## src/rtl/bsg_fifo_words_to_pkt_if.sv

```systemverilog
// Word-in / packet-out handshake bundle for bsg_fifo_words_to_pkt.
// The slave modport is the assembler; the master modport is the FIFO side plus the packet consumer.
interface bsg_fifo_words_to_pkt_if #(
    parameter int word_width_p = 32,
    parameter int pkt_words_p  = 4
);
    // Strict valid/ready on both channels: a transfer happens on a rising clock edge
    // where valid and ready are both high. Once raised, pkt_v_o holds until that edge.
    logic                                 v_i;
    logic [word_width_p-1:0]              data_i;
    logic                                 ready_o;
    logic                                 pkt_v_o;
    logic [pkt_words_p*word_width_p-1:0]  pkt_o;
    logic                                 pkt_ready_i;

    modport slave (
        input  v_i,
        input  data_i,
        output ready_o,
        output pkt_v_o,
        output pkt_o,
        input  pkt_ready_i
    );

    modport master (
        output v_i,
        output data_i,
        input  ready_o,
        input  pkt_v_o,
        input  pkt_o,
        output pkt_ready_i
    );
endinterface

```

## src/rtl/bsg_fifo_words_to_pkt.sv

```systemverilog
// Packs pkt_words_p consecutive FIFO words into one wide packet, first word in the LSBs.
// Optional partial-packet drop on idle: define BSG_FIFO_WORDS_TO_PKT_TIMEOUT_EN.
module bsg_fifo_words_to_pkt #(
    parameter int word_width_p     = 32,
    parameter int pkt_words_p      = 4,
    parameter int timeout_cycles_p = 1024
) (
    input  logic                                 clk_i,
    input  logic                                 reset_n_i,
    bsg_fifo_words_to_pkt_if.slave               io_if,
    output logic [$clog2(pkt_words_p+1)-1:0]     word_cnt_o,
    output logic [31:0]                          pkt_cnt_o,
    output logic                                 timeout_o,
    output logic                                 state_o
);
    localparam int cnt_w = $clog2(pkt_words_p + 1);

    typedef enum logic {
        E_COLLECT = 1'b0,
        E_SEND    = 1'b1
    } state_e;

    state_e                              state_q;
    logic [cnt_w-1:0]                    word_cnt_q;
    logic [cnt_w-1:0]                    word_cnt_d;
    logic [pkt_words_p*word_width_p-1:0] pkt_q;
    logic [31:0]                         pkt_cnt_q;
    logic [31:0]                         pkt_cnt_d;
    logic                                accept;

    assign accept     = io_if.v_i && (state_q == E_COLLECT);
    assign word_cnt_d = word_cnt_q + cnt_w'(1);
    assign pkt_cnt_d  = pkt_cnt_q + 32'd1;

`ifdef BSG_FIFO_WORDS_TO_PKT_TIMEOUT_EN
    localparam int idle_w = $clog2(timeout_cycles_p + 1);

    logic [idle_w-1:0] idle_q;
    logic              timeout_q;
    logic              idle_run;
    logic              timeout_hit;

    // Counts only while a partial packet is parked and nothing arrives this cycle.
    assign idle_run    = (state_q == E_COLLECT) && (word_cnt_q != '0) && !accept;
    assign timeout_hit = idle_run && (idle_q == idle_w'(timeout_cycles_p - 1));

    always_ff @(posedge clk_i or negedge reset_n_i) begin
        if (!reset_n_i) begin
            idle_q    <= '0;
            timeout_q <= 1'b0;
        end else begin
            timeout_q <= timeout_hit;
            if (!idle_run || timeout_hit) begin
                idle_q <= '0;
            end else begin
                idle_q <= idle_q + idle_w'(1);
            end
        end
    end

    assign timeout_o = timeout_q;
`else
    assign timeout_o = 1'b0;
`endif

    always_ff @(posedge clk_i or negedge reset_n_i) begin
        if (!reset_n_i) begin
            state_q    <= E_COLLECT;
            word_cnt_q <= '0;
            pkt_q      <= '0;
            pkt_cnt_q  <= '0;
        end else begin
            case (state_q)
                E_COLLECT: begin
                    if (accept) begin
                        // Upper slices keep stale data; every slot is rewritten before send.
                        for (int k = 0; k < pkt_words_p; k++) begin
                            if (word_cnt_q == cnt_w'(k)) begin
                                pkt_q[k*word_width_p +: word_width_p] <= io_if.data_i;
                            end
                        end
                        word_cnt_q <= word_cnt_d;
                        if (word_cnt_q == cnt_w'(pkt_words_p - 1)) begin
                            state_q <= E_SEND;
                        end
                    end
`ifdef BSG_FIFO_WORDS_TO_PKT_TIMEOUT_EN
                    else if (timeout_hit) begin
                        word_cnt_q <= '0;
                    end
`endif
                end
                E_SEND: begin
                    if (io_if.pkt_ready_i) begin
                        state_q    <= E_COLLECT;
                        word_cnt_q <= '0;
                        pkt_cnt_q  <= pkt_cnt_d;
                    end
                end
                default: state_q <= E_COLLECT;
            endcase
        end
    end

    assign io_if.ready_o = (state_q == E_COLLECT);
    assign io_if.pkt_v_o = (state_q == E_SEND);
    assign io_if.pkt_o   = pkt_q;
    assign word_cnt_o    = word_cnt_q;
    assign pkt_cnt_o     = pkt_cnt_q;
    assign state_o       = state_q;
endmodule

```

## src/flat_wrapper.sv

```systemverilog
// flat-port wrapper written by rule: the top's interface ports become plain ports
module bsg_fifo_words_to_pkt_flat 
#(
    parameter int word_width_p     = 32,
    parameter int pkt_words_p      = 4,
    parameter int timeout_cycles_p = 1024
)
  (clk_i, reset_n_i, word_cnt_o, pkt_cnt_o, timeout_o, state_o, io_if_v_i, io_if_data_i, io_if_ready_o, io_if_pkt_v_o, io_if_pkt_o, io_if_pkt_ready_i);
  bsg_fifo_words_to_pkt_if #(.word_width_p(word_width_p), .pkt_words_p(pkt_words_p)) io_if_i ();
  input  logic clk_i;
  input  logic reset_n_i;
  output logic [$clog2(pkt_words_p+1)-1:0] word_cnt_o;
  output logic [31:0] pkt_cnt_o;
  output logic timeout_o;
  output logic state_o;
  input wire logic [$bits(io_if_i.v_i)-1:0] io_if_v_i;
  input wire logic [$bits(io_if_i.data_i)-1:0] io_if_data_i;
  output wire logic [$bits(io_if_i.ready_o)-1:0] io_if_ready_o;
  output wire logic [$bits(io_if_i.pkt_v_o)-1:0] io_if_pkt_v_o;
  output wire logic [$bits(io_if_i.pkt_o)-1:0] io_if_pkt_o;
  input wire logic [$bits(io_if_i.pkt_ready_i)-1:0] io_if_pkt_ready_i;
  assign io_if_i.v_i = io_if_v_i;
  assign io_if_i.data_i = io_if_data_i;
  assign io_if_ready_o = io_if_i.ready_o;
  assign io_if_pkt_v_o = io_if_i.pkt_v_o;
  assign io_if_pkt_o = io_if_i.pkt_o;
  assign io_if_i.pkt_ready_i = io_if_pkt_ready_i;
  bsg_fifo_words_to_pkt #(.word_width_p(word_width_p), .pkt_words_p(pkt_words_p), .timeout_cycles_p(timeout_cycles_p)) u_core (.clk_i(clk_i), .reset_n_i(reset_n_i), .io_if(io_if_i), .word_cnt_o(word_cnt_o), .pkt_cnt_o(pkt_cnt_o), .timeout_o(timeout_o), .state_o(state_o));
endmodule
```

## config.mk

```make
export PLATFORM = sky130hd
export DESIGN_NAME = bsg_fifo_words_to_pkt_flat
export DESIGN_NICKNAME = d
export VERILOG_FILES = /design/src/rtl/bsg_fifo_words_to_pkt_if.sv /design/src/rtl/bsg_fifo_words_to_pkt.sv /design/src/flat_wrapper.sv
export SDC_FILE = /design/constraint.sdc
export NUM_CORES = 1
export LEC_CHECK = 0
export ABC_AREA = 0
export ABC_CLOCK_PERIOD_IN_PS = 4800
export CORE_MARGIN = 1.5
export CORE_UTILIZATION = 30
export DETAILED_ROUTE_END_ITERATION = 16
export GPL_TIMING_DRIVEN = 1
export SYNTH_ARGS = -nofsm -noshare
export SYNTH_HDL_FRONTEND = slang
export SYNTH_SLANG_ARGS = --single-unit
```

## constraint.sdc

```tcl
create_clock -name clk_i -period 4.8 [get_ports clk_i]
set_input_delay 0.96 -clock clk_i [delete_from_list [all_inputs] [get_ports clk_i]]
set_output_delay 0.96 -clock clk_i [all_outputs]
set_load 0.05 [all_outputs]
```

---- Word level (Yosys, flattened, before mapping) ----
Cells that the tools add are included.
storage, ports and cells
  bits of input ports ..................... 36
  register bits after elaboration ......... 164
operators by class
  equal/unequal tests ..................... 5
  reductions and logical operators ........ 8
  muxes and demuxes ....................... 7
  bitwise logic cells ..................... 1
  add/subtract/negate cells ............... 2
operators by type and width
  kind                                                              count
  32-bit by 1-bit adder with 32-bit output (second input constant)  1
  3-bit AND reduction                                               4
  3-bit by 2-bit == test with 1-bit output (second input constant)  2
  3-bit two-way mux                                                 2
  3-bit case mux with 2 select lines                                1
  2-bit AND reduction                                               2
  3-bit by 1-bit adder with 3-bit output (second input constant)    1
  3-bit by 1-bit == test with 1-bit output (second input constant)  1
  3-bit zero test                                                   1
  1-bit two-way mux                                                 3
  2-bit by 1-bit != test with 1-bit output (second input constant)  1
  2-bit != test (second input constant)                             1
  1-bit case mux with 2 select lines                                1
  1-bit logical AND                                                 1
  1-bit NOT                                                         1

---- Depth between registers and ports, before layout ----
  word-level depth ........................ 4
  mapped depth ............................ 7
  mapped depth without buffers ............ 5

---- Least setup slack after synthesis ----
No wires, ideal clock.
  kind .................................... reg2out
  from .................................... register u_core.state_q (netlist: u_core.io_if.pkt_v_o)
  to ...................................... output io_if_ready_o
  path buffers ............................ 1
  setup slack ............................. 2.695 ns
  data arrival time ....................... 1.145 ns
  required time ........................... 3.840 ns
  cell stages (with the launch flop) ...... 3
  cells stage by stage .................... dfrtp_1 > buf_4 > inv_1
between the ends
  longest elaborated chain between the ends .. 1
RTL lines
  element                     line                         RTL
  from (decl)                 bsg_fifo_words_to_pkt.sv:23  state_e state_q;
  from (signal assigned)      bsg_fifo_words_to_pkt.sv:68  state_q <= E_COLLECT;
  from (signal assigned)      bsg_fifo_words_to_pkt.sv:84  state_q <= E_SEND;
  from (signal assigned)      bsg_fifo_words_to_pkt.sv:95  state_q <= E_COLLECT;
  1-bit NOT (no source line)  --
  to (decl)                   flat_wrapper.sv:18           output wire logic [$bits(io_if_i.ready_o)-1:0] io_if_ready_o;
No other way between the ends.

---- Final worst setup path ----
  from .................................... register u_core.state_q (netlist: u_core.io_if.pkt_v_o)
  to ...................................... output state_o
RTL lines
  element    line                RTL
  to (decl)  flat_wrapper.sv:15  output logic state_o;
No word-level cell between the ends.

==> results.md <==
* Outcome: finished clean
* Vias per Instance at 4.56
* Row cnt at 53
* CP endpoint kind: primary output
* Final HPWL DP at 11000 um
* Post-synth cell types at 33
* Register Area at 4100 um2
* Mapped cell area at 6530 um2
* Critical path endpoint: state_o
* Yosys top cell area share at 0.628
* Longest Clk Path Bufs at 2
* DR WL/cell at 17.5 um
* Number of iterations in the first detailed-routing pass at 4
* Placed cell area at 8780 um2
* First-pass GRT wire length at 25400 um
* Yosys warns at 0
* RR Startpoint: u_core.io_if.pkt_v_o
* Port bufs at 201
* Min Tclk post-route at 3.03 ns
* WP buf/inv at 1
* Nets at 673
* Cts bufs inserted at 17
* Die area at 22700 um2
* Core box area at 21200 um2
* Antenna violations before repair at 0
* GRT Overall Usage at 0.148
* Worst Skew at 0.00825 ns
* Fin area at 9340 um2
* Flop-to-flop setup slack at 2.41 ns
* Layout cells sized above 1 at 0.268
* Max-slew violations at 0
* Final ANT Viol Nets at 0
* Tightest Pin Transition at 1.02 ns
* Crit path max-delay family: buffers and inverters
* Worst-path maximum fanout at 12
* Synth Register Bits at 164
* Fin crit share at 0.631
* Startpoint types: flop
* HP Class: reg2reg
* Synthesized Nets at 471
* Kind of critical path: reg2out
* DRT Wirelength at 16000 um
* Fin cells at 917
* Clock Sink Count at 164
* Top post-synthesis cells by area: dfrtp_1, mux2_2, xnor2_1
* Starting Density at 0.308
* CP Depth at 1
* Vias in the first global route at 4442
* Setup TNS at 0 ns
* Worst skew pair latency at 0.41 ns
* Drt drc at 0
* CTS tree: yes
* Number of top-level pins at 203
* Die Wd at 151 um
* RSZ-0062 raised after global routing: no
* Die extent in y at 151 um
* Crit-path slowest cell: clkdlybuf4s50_1
* Hold path cells at 1
* Sequential element share of the synthesized area at 0.628
* DRT iter0 DRCs at 132
* Area growth, synth to finish at 43.0%
* Crit-path cells: clkdlybuf4s50_1
* Largest net degree at the start of global routing at 102
* Placed instance count at 887
* Post_cts resized at 0
* Gr ovfl total at 0
* CP max stage delay at 0.98 ns
* Max Fclk at 330 MHz
* Gpl congestion at 0.796
* Filler cells at 1912
* Critical path startpoint: u_core.io_if.pkt_v_o
* Post-CTS Hold Buffers at 0
* Final hold vios at 0
* Clock transition at path regs at 0.06 ns
* MaxCap Viol Count at 0
* Clock root buffer master: clkbuf_16
* Via count at 4177
* Worst EP required at 3.84 ns
* H-tree lvl count at 4
* Cell count of the worst reg-to-reg path at 4
* Avg Inst Size Synth at 15.2 um2
* Setup bufs post-CTS at 0
* Gate count after technology mapping at 429
* Setup violators final at 0
* Cell taking the most area after synthesis: dfrtp_1
* RR Endpoint: u_core.io_if.pkt_o[42]
* Worst EP arrival at 2.07 ns
* Multi-input gate area at 2280 um2
* Slew margin rel. at 0.319
* Antenna diode count at 0
==> cell families after synthesis <==
| kind of cell | Yosys count | share of synthesized area |
|---|---|---|
| other cells | 1 | 0.000574 |
| compound gates | 4 | 0.00364 |
| simple gates | 63 | 0.0632 |
| fa+ha+maj | 6 | 0.0115 |
| mux | 131 | 0.226 |
| buf+inv | 28 | 0.0243 |
| flops | 164 | 0.628 |
| xor+xnor | 32 | 0.0429 |
==> registers in the layout (all words and copies together), names as in the netlist <==
signal,count
u_core.io_if.pkt_o,128
u_core.io_if.pkt_v_o,1
u_core.pkt_cnt_o,32
u_core.word_cnt_o,3
==> worst min path at each step <==
stage / startpoint / to / slack (ns)
2_1_floorplan: reset_n_i / u_core.io_if.pkt_o[0] / 0.66
3_3_place_gp: u_core.pkt_cnt_o[31] / u_core.pkt_cnt_o[31] / 0.46
3_5_place_dp: u_core.pkt_cnt_o[31] / u_core.pkt_cnt_o[31] / 0.46
4_1_cts: u_core.pkt_cnt_o[31] / u_core.pkt_cnt_o[31] / 0.47
5_1_grt: u_core.io_if.pkt_o[20] / u_core.io_if.pkt_o[20] / 0.51
6_report: u_core.pkt_cnt_o[31] / u_core.pkt_cnt_o[31] / 0.47
==> synthesized netlist by cell type (all sizes together) <==
cell type,n
o22ai,3
nand3,7
nand4,9
nor3,9
or3,2
mux2,130
dfrtp,164
inv,8
nor4,1
clkbuf,4
mux2i,1
nor2,5
ha,6
xor2,13
o21ai,1
nand2,11
conb,1
and2,6
nand2b,1
and4,5
and3,7
xnor2,19
buf,16
==> routing by layer <==
metal / track usage / share of wire
met1: 0.190 / 0.44
met4: 0.0642 / 0.025
met3: 0.0439 / 0.068
met5: 0 / 0
met2: 0.230 / 0.47
==> metrics by stage <==
| stage | util | hold slack [ns] | setup slack (ns) |
|---|---|---|---|
| detailed placement | 0.414 | 0.464 | 1.52 |
| global route | 0.440 | 0.508 | 1.65 |
| CTS | 0.440 | 0.473 | 1.73 |
| finish | 0.440 | 0.471 | 1.77 |
| floorplan | - | 0.664 | 2.70 |
| global placement | 0.414 | 0.461 | 1.58 |
==> layout by cell type (no fill, tap or decap), types with 3 or more instances in the layout <==
master,netlist,layout
and2_2,0,3
and3_1,4,4
and3_2,3,3
and4_1,4,4
clkbuf_1,1,3
clkbuf_16,0,17
clkdlybuf4s50_1,0,200
clkinv_2,0,3
dfrtp_1,164,164
ha_1,6,6
inv_1,8,8
mux2_1,6,6
mux2_2,124,124
nand2_1,11,11
nand3_1,6,5
nand4_1,7,7
nor2_1,5,5
nor3_1,4,4
nor3_2,5,5
o22ai_1,3,3
xnor2_1,19,19
xor2_1,13,13
==> area by class of cell <==
| class | instances | area share |
|---|---|---|
| Clock inverter | 9 | 0.0115 |
| Timing Repair Buffer | 203 | 0.217 |
| Sequential cell | 164 | 0.439 |
| Tap cell | 275 | 0.0368 |
| Inverter | 8 | 0.00321 |
| Clock buffer | 21 | 0.0482 |
| Multi-Input combinational cell | 237 | 0.244 |
Power is left out: the tool's default activity adds up to more than one toggle a clock period on the data nets, which glitch-free logic cannot reach.
